$ cat src/rtl/rc4_crack_coordinator.sv
// RC4 key-search coordinator: partitions the keyspace across NUM_CORES cracker cores,
// launches them, latches the first hit (lowest index wins) or reports exhaustion.
module rc4_crack_coordinator #(
  parameter int NUM_CORES = 4,
  parameter int KEY_W     = 22,
  parameter int SECRET_W  = 24,
  parameter int CNT_W     = 32,
  localparam int WIN_W    = (NUM_CORES > 1) ? $clog2(NUM_CORES) : 1
) (
  input  logic                          clk,
  input  logic                          reset_n,
  input  logic                          start,
  input  logic [NUM_CORES-1:0]          core_found,
  input  logic [NUM_CORES-1:0]          core_done,
  input  logic [NUM_CORES*SECRET_W-1:0] core_key,
  output logic [NUM_CORES*KEY_W-1:0]    core_base,
  output logic [NUM_CORES*KEY_W-1:0]    core_end,
  output logic [NUM_CORES-1:0]          core_start,
  output logic [NUM_CORES-1:0]          core_halt,
  output logic [SECRET_W-1:0]           key,
  output logic                          key_valid,
  output logic [WIN_W-1:0]              winner,
  output logic                          busy,
  output logic                          exhausted,
  output logic [CNT_W-1:0]              search_cycles
);

  localparam int unsigned SPAN = (2 ** KEY_W) / NUM_CORES;

  typedef enum logic [2:0] {
    ST_IDLE   = 3'd0,
    ST_LAUNCH = 3'd1,
    ST_SEARCH = 3'd2,
    ST_FOUND  = 3'd3,
    ST_FAIL   = 3'd4
  } state_t;

  state_t                 state_r, state_s;
  logic [SECRET_W-1:0]    key_r, key_s;
  logic                   key_valid_r, key_valid_s;
  logic [WIN_W-1:0]       winner_r, winner_s;
  logic                   busy_r, busy_s;
  logic                   exhausted_r, exhausted_s;
  logic [CNT_W-1:0]       cnt_r, cnt_s;
  logic [NUM_CORES-1:0]   mask_r, mask_s;
  logic                   first_r, first_s;
  logic                   start_r, start_s;
  logic                   halt_r, halt_s;

  // Lowest set bit index of the found vector.
  function automatic logic [WIN_W-1:0] lowest_set(input logic [NUM_CORES-1:0] v);
    logic [WIN_W-1:0] idx;
    idx = {WIN_W{1'b0}};
    for (int i = NUM_CORES - 1; i >= 0; i--) begin
      if (v[i]) begin
        idx = WIN_W'(i);
      end else begin
        idx = idx;
      end
    end
    return idx;
  endfunction

  for (genvar g = 0; g < NUM_CORES; g++) begin : g_part
    assign core_base[g*KEY_W +: KEY_W] = KEY_W'(g * SPAN);
    assign core_end[g*KEY_W +: KEY_W]  = KEY_W'(g * SPAN + SPAN - 1);
  end

  // Next-state and next-output computation.
  always_comb begin
    state_s     = state_r;
    key_s       = key_r;
    key_valid_s = key_valid_r;
    winner_s    = winner_r;
    exhausted_s = exhausted_r;
    cnt_s       = cnt_r;
    mask_s      = mask_r;
    busy_s      = 1'b0;
    start_s     = 1'b0;
    halt_s      = 1'b1;
    first_s     = (state_r == ST_LAUNCH);

    case (state_r)
      ST_IDLE, ST_FOUND, ST_FAIL: begin
        if (start) state_s = ST_LAUNCH;
        else       state_s = state_r;
      end
      ST_LAUNCH: state_s = ST_SEARCH;
      ST_SEARCH: begin
        cnt_s = (cnt_r == {CNT_W{1'b1}}) ? cnt_r : cnt_r + CNT_W'(1);
        // Flags seen in the first SEARCH cycle may be stale from the previous run.
        if (!first_r) begin
          mask_s = mask_r | core_done;
          if (|core_found) begin
            state_s  = ST_FOUND;
            winner_s = lowest_set(core_found);
            key_s    = core_key[lowest_set(core_found)*SECRET_W +: SECRET_W];
          end else if ((mask_r | core_done) == {NUM_CORES{1'b1}}) begin
            state_s = ST_FAIL;
          end else begin
            state_s = ST_SEARCH;
          end
        end else begin
          state_s = ST_SEARCH;
        end
      end
      default: state_s = ST_IDLE;
    endcase

    // Outputs are decoded from the next state so they register alongside it.
    case (state_s)
      ST_LAUNCH: begin
        start_s     = 1'b1;
        halt_s      = 1'b0;
        busy_s      = 1'b1;
        key_s       = {SECRET_W{1'b0}};
        key_valid_s = 1'b0;
        winner_s    = {WIN_W{1'b0}};
        exhausted_s = 1'b0;
        cnt_s       = {CNT_W{1'b0}};
        mask_s      = {NUM_CORES{1'b0}};
      end
      ST_SEARCH: begin
        halt_s = 1'b0;
        busy_s = 1'b1;
      end
      ST_FOUND: key_valid_s = 1'b1;
      ST_FAIL: begin
        exhausted_s = 1'b1;
        key_valid_s = 1'b0;
        key_s       = {SECRET_W{1'b0}};
      end
      default: halt_s = 1'b1;
    endcase
  end

  // State and registered outputs.
  always_ff @(posedge clk) begin
    if (!reset_n) begin
      state_r     <= ST_IDLE;
      key_r       <= {SECRET_W{1'b0}};
      key_valid_r <= 1'b0;
      winner_r    <= {WIN_W{1'b0}};
      busy_r      <= 1'b0;
      exhausted_r <= 1'b0;
      cnt_r       <= {CNT_W{1'b0}};
      mask_r      <= {NUM_CORES{1'b0}};
      first_r     <= 1'b0;
      start_r     <= 1'b0;
      halt_r      <= 1'b1;
    end else begin
      state_r     <= state_s;
      key_r       <= key_s;
      key_valid_r <= key_valid_s;
      winner_r    <= winner_s;
      busy_r      <= busy_s;
      exhausted_r <= exhausted_s;
      cnt_r       <= cnt_s;
      mask_r      <= mask_s;
      first_r     <= first_s;
      start_r     <= start_s;
      halt_r      <= halt_s;
    end
  end

  assign core_start    = {NUM_CORES{start_r}};
  assign core_halt     = {NUM_CORES{halt_r}};
  assign key           = key_r;
  assign key_valid     = key_valid_r;
  assign winner        = winner_r;
  assign busy          = busy_r;
  assign exhausted     = exhausted_r;
  assign search_cycles = cnt_r;

endmodule

$ cat config.mk
export PLATFORM = sky130hd
export DESIGN_NAME = rc4_crack_coordinator
export DESIGN_NICKNAME = d
export VERILOG_FILES = /design/src/rtl/rc4_crack_coordinator.sv
export SDC_FILE = /design/constraint.sdc
export NUM_CORES = 1
export LEC_CHECK = 0
export BUFFER_PORTS_ARGS = -buffer_cell sky130_fd_sc_hd__buf_2
export CORE_MARGIN = 10
export CORE_UTILIZATION = 38
export DETAILED_ROUTE_END_ITERATION = 6
export PLACE_DENSITY = 0.78
export SLEW_MARGIN = 20
export SYNTH_ARGS = -nofsm -noshare
export SYNTH_HDL_FRONTEND = slang
export SYNTH_SLANG_ARGS = --single-unit
export TNS_END_PERCENT = 100
$ cat constraint.sdc
create_clock -name clk -period 2.27 [get_ports clk]
set_input_delay 0.227 -clock clk [delete_from_list [all_inputs] [get_ports clk]]
set_output_delay 0.227 -clock clk [all_outputs]
set_load 0.05 [all_outputs]
==> results of run 1 <==
-- cells by family after synthesis --
kind of cell / after synthesis / synth area share
other: 2 / 0.00149
flip-flops: 71 / 0.282
AND/OR/NAND/NOR: 171 / 0.172
XOR/XNOR: 12 / 0.0208
multiplexers: 24 / 0.107
buffers and inverters: 212 / 0.302
AO/OA/AOI/OAI: 92 / 0.113
adder cells (fa/ha/maj): 1 / 0.00248
-- final cells by class --
cell class	instances	area share
clock buffer	9	0.0378
clock inverter	6	0.0145
inverter	6	0.00378
multi-input combinational	476	0.468
sequential	71	0.243
tap	176	0.0370
timing repair buffer	200	0.196
-- path summary, 6_finish.rpt --
kind / from / to / slack [ns] / cells past startpoint
worst min register to register: key_valid / key_valid / 0.44 / 2
worst max-delay path: search_cycles[15] / search_cycles[25] / 0.16 / 5
worst max register to register: search_cycles[15] / search_cycles[25] / 0.16 / 5
worst min-delay path: core_done[1] / mask_r[1] / 0.14 / 3
-- what timing repair did --
item | 4_1_cts | 5_1_grt
endpoints found under the setup margin | 0 | 13
gates resized for setup | 0 | 2
hold buffers | 0 | 0
-- stage by stage --
step / cells / utilization
floorplan: 759 / -
global placement: 929 / 0.429
detailed placement: 929 / 0.429
CTS: 944 / 0.453
global route: 944 / 0.453
finish: 944 / 0.453
-- power by group --
part	internal, uW	switching [uW]
Sequential	1290	30.9
Clock	953	521
Combinational	334	1140
-- cell usage in the layout, fill, tap and decap left out, drive strengths merged, types with 9 or more instances in the layout --
cell type / count
dfxtp: 71
nor2: 27
nand4: 11
or4: 16
clkbuf: 9
o31ai: 16
buf: 200
nand2: 70
conb: 176
nand3: 10
a21oi: 54
mux4: 24
-- worst max-delay path: cells and delay by family, from the launching register on --
family / cells / cell delay, ns
AND/OR/NAND/NOR: 4 / 1.48
flip-flops: 1 / 0.42
AO/OA/AOI/OAI: 1 / 0.15
-- state kept, by name, indices dropped and copies added, names as in the netlist --
| register | flops |
|---|---|
| winner | 2 |
| state_r | 3 |
| search_cycles | 32 |
| exhausted | 1 |
| first_r | 1 |
| mask_r | 4 |
| key | 24 |
| start_r | 1 |
| key_valid | 1 |
| halt_r | 1 |
| busy | 1 |
-- metal layers --
| layer | up-vias | track usage | share of wire |
|---|---|---|---|
| met5 | - | 0 | 0.00085 |
| met2 | 216 | 0.286 | 0.54 |
| met3 | 15 | 0.0653 | 0.11 |
| met4 | 2 | 0.0371 | 0.011 |
| met1 | 1991 | 0.158 | 0.34 |
| li1 | 2050 | - | - |
==> out/metrics.cfg, run 1 <==
[finish]
nets=872
regArea_sq_um=1450
design_area_sq_um=5950
drive_above_1_share=0.349
nFillCells=1314
multi_input_area_sq_um=2790
num_antenna_cells=0
area_growth_pct=18.0

[sta]
slew_headroom=0.605
rsz0062_at_grt=false
setup_ws_ns=0.157
drv_slew=0
setup_viol=0
tightestPinTransition_ns=0.577
clock.fmax_mhz=473
setup_tns_ns=0
fin_crit_sh=0.931
fin_hold_ws_ns=0.141
final-hold-violation-count=0
fin_skew_ns=0.00652
fin_crit_ns=2.11

[cts]
cts.sink_count=71
clkTransAtPathRegs_ns=0.06
cts_made_buffers=9
postCtsSetupBuffers=0
clk_latency_ns=0.33
htreeDepth=3
cts_tree=built
root_buffer=clkbuf_16
cts_buffer_depth=2

[routing]
detail_route.iter0.violations=199
ant_nets=0
first_pass_iters=4
drt_wl_total_mm=15.2
post_drt_wl_per_cell_microns=16.1
vias_per_cell=4.53
via_count=4274
route.detailed.drc=0

[worst_setup_path]
end_kind=flop
crit_arrival_ns=2.37
crit_chain=nand4_1 > nor2_1 > nand3_1 > or4_1 > a21oi_1
worst-setup-path-type=flop to flop
path_max_fanout=6
cp_slowest_cell=or4_1
max_stage_delay_ns=0.52
cp-start-kind=flop
cp.required_ns=2.53

[die]
start_util=0.384
std_cell_rows=42
boundaryPins=352
die_h_microns=135
coreArea_sq_um=13100
die_x_microns=135
die_area_sq_um=18300

[placed_design]
post_dp_cell_area_sq_um=5640
dp_hpwl_mm=13.0
port_buffers=175
pre_cts_ws_ns=0.0239
gp_congestion=0.860

[synthesis]
netlist_instances=585
async_reset_ff_frac=0
synth_cell_type_count=47
yosysSeqAreaShare=0.282
yosysMostFrequentCell=buf_4
yosysTopAreaCell=dfxtp_1
synth_common_cells=188 x buf_4, 71 x dfxtp_1, 70 x nand2_1
synth_top_area_share=0.282
yosys_warnings=0
synth-seq-cells=71
synth_area_leaders=dfxtp_1 28%, buf_4 28%, mux4_2 11%, a21oi_1 5.4%, nand2_1 5.2%
ys.flop_type=dfxtp_1
netlist_area_sq_um=5050
synth_edf_count=0
syn_area_per_cell_sq_um=8.63

[global_route]
antenna_found_initial=1
grt_max_degree=26
grt_overflow_total=0
grt_pass1_vias=4339
grt_usage=0.155
grt_pass1_wl_mm=23.2

[power_and_ir_drop]
p_total_uw=4270
power_leakage_uw=0.00271
power_density_nw_per_um2=717
vdd_drop_max_v=0.000354

[flow_run]
drv_cap=0

[worst_hold_path]
min_path_type=primary input to flop

[outcome]
run_status=completed

Power figures use the tool's default switching activity.
==> inputs of run 2 (changes only) <==
--- a/config.mk
+++ b/config.mk
@@ -8,8 +8,10 @@
 export BUFFER_PORTS_ARGS = -buffer_cell sky130_fd_sc_hd__buf_2
 export CORE_MARGIN = 10
 export CORE_UTILIZATION = 38
+export CTS_CLUSTER_SIZE = 16
 export DETAILED_ROUTE_END_ITERATION = 6
 export PLACE_DENSITY = 0.78
+export REMOVE_ABC_BUFFERS = 1
 export SLEW_MARGIN = 20
 export SYNTH_ARGS = -nofsm -noshare
 export SYNTH_HDL_FRONTEND = slang
==> run 2 against run 1 <==
Against the previous run: register-to-register slack about the same; count of clock-buffer cells in the layout is 3 higher; utilization down 0.49 points; sequential power hardly changed; clock power down 11%; worst setup slack got worse by 0.0056 ns; sequential cell count unchanged; fmax shrank 0.27%.
==> out/metrics.cfg, run 2 (synthesized netlist as in run 1, its figures left out) <==
[outcome]
run_status=completed

[sta]
fin_skew_ns=0.00468
fin_crit_ns=2.12
setup_viol=0
setup_tns_ns=0
rsz0062_at_grt=false
drv_slew=0
slew_headroom=0.630
clock.fmax_mhz=472
final-hold-violation-count=0
tightestPinTransition_ns=0.541
fin_hold_ws_ns=0.140
setup_ws_ns=0.152
fin_crit_sh=0.933

[worst_setup_path]
end_kind=flop
max_stage_delay_ns=0.57
worstReg2RegStart=search_cycles[0]
crit_arrival_ns=2.34
path_buf_inv=0
crit_family=simple AND/OR/NAND/NOR gates
r2r_end=search_cycles[16]
cp.required_ns=2.49
r2r_slack_ns=0.15
reg2regPathDepth=6
path_max_fanout=4
cp_slowest_cell=or4_1
cp-start-kind=flop
worst-setup-path-type=flop to flop
crit_chain=ha_1 > nand4_1 > or4_1 > a2111oi_0 > xnor2_1 > nor2_1

[cts]
clkTransAtPathRegs_ns=0.05
cts_buffer_depth=2
htreeDepth=3
root_buffer=clkbuf_16
cts.sink_count=71
cts_tree=built
cts_made_buffers=9
clk_latency_ns=0.33
cts-hold-fix-buffers=0

[power_and_ir_drop]
power_leakage_uw=0.00270
vdd_drop_max_v=0.000375
p_int_uw=2410
power_switching_uw=1660
seq_power_share=0.325
pwr-share-clk=0.322
power_frac_comb=0.353
power_density_nw_per_um2=690
p_sw_frac=0.407

[global_route]
grt_pass1_wl_mm=23.6
grt_overflow_total=0
grt_usage=0.160
antenna_found_initial=1
grt_max_degree=26
grt_pass1_vias=4507

[routing]
drt_wl_total_mm=15.6
first_pass_iters=4
top_layer=met4
wl_met3_mm=1.52
post_drt_wl_per_cell_microns=16.3
ant_nets=0
detail_route.iter0.violations=225
wl_met1_mm=5.26
route.detailed.drc=0
route.met2.wl_mm=8.38
vias_per_cell=4.50
via_count=4282

[placed_design]
gp_congestion=0.875
port_buffers=175
pre_cts_ws_ns=0.0122
dp_hpwl_mm=13.2

[die]
start_util=0.384
die_area_sq_um=18300
coreArea_sq_um=13100
boundaryPins=352
std_cell_rows=42
die_x_microns=135
die_h_microns=135

[worst_hold_path]
hold_start=reset_n
min_path_type=primary input to flop
min_path_cells=2
holdPathEnd=halt_r

[finish]
largest_reg_flops=32
nets=881
drive_above_1_share=0.334
regArea_sq_um=1420
most-common-layout-cells=176 x conb_1, 175 x buf_2, 71 x dfxtp_1
nFillCells=1339
area_growth_pct=16.7
multi_input_area_sq_um=2790
layout_commonest_cell=conb_1

[flow_run]
drv_cap=0

==> run 2: cell types whose count changed in the layout (fill, tap and decap cells not counted), moves of 2 or more <==
cell	previous run	this run
buf_12	8	2
buf_4	16	31
bufinv_16	2	0
clkbuf_8	0	3
dfxtp_1	56	71
dfxtp_2	13	0
dfxtp_4	2	0
==> run 2: through the flow <==
step                 util  total power [uW]  instance area (sq um)  std cells
finish              0.448              4060                   5890        952
global route        0.448              4240                   5890        952
CTS                 0.447              4100                   5880        951
detailed placement  0.427              2770                   5600        938
global placement    0.427              2760                   5600        938
floorplan               -              2450                   4200        553
==> run 2: worst register-to-register path, stage by stage (launching register included) <==
cell,delay [ns]
dfxtp_1,0.33
ha_1,0.18
nand4_1,0.17
or4_1,0.57
a2111oi_0,0.53
xnor2_1,0.18
nor2_1,0.05
==> run 2: per-layer routing <==
| layer | vias up | GRT usage |
|---|---|---|
| met5 | - | 0 |
| met4 | 0 | 0.0658 |
| met3 | 21 | 0.0605 |
| met2 | 207 | 0.295 |
| met1 | 1994 | 0.157 |
| li1 | 2060 | - |
==> run 2: worst max path at each step <==
stage | from | to | slack [ns] | cells past startpoint
6_report | search_cycles[0] | search_cycles[16] | 0.15 | 6
5_1_grt | search_cycles[0] | search_cycles[8] | 0.005 | 7
4_1_cts | search_cycles[0] | search_cycles[31] | 0.09 | 7
3_5_place_dp | core_found[1] | exhausted | 0.01 | 6
3_3_place_gp | core_found[1] | exhausted | 0.06 | 6
2_1_floorplan | search_cycles[0] | search_cycles[25] | -1.40 | 6
==> run 2: timing repair <==
item	CTS	global route
setup buffers	0	0
resized for setup	0	2
endpoints found under the setup margin	0	11
==> run 2: area by class of cell <==
class                           instances  share of cell area
Timing Repair Buffer                  209               0.197
Inverter                                6             0.00382
Multi-Input combinational cell        476               0.474
Clock inverter                          1            0.000850
Tap cell                              176              0.0374
Sequential cell                        71               0.241
Antenna cell                            1            0.000425
Clock buffer                           12              0.0452
==> run 2: power by group through the flow <==
stage               combinational (uW)  clock [uW]  sequential (uW)
floorplan                          897           0             1550
global placement                  1410           0             1350
detailed placement                1420           0             1350
CTS                               1420        1350             1320
global route                      1510        1400             1330
finish                            1440        1310             1320
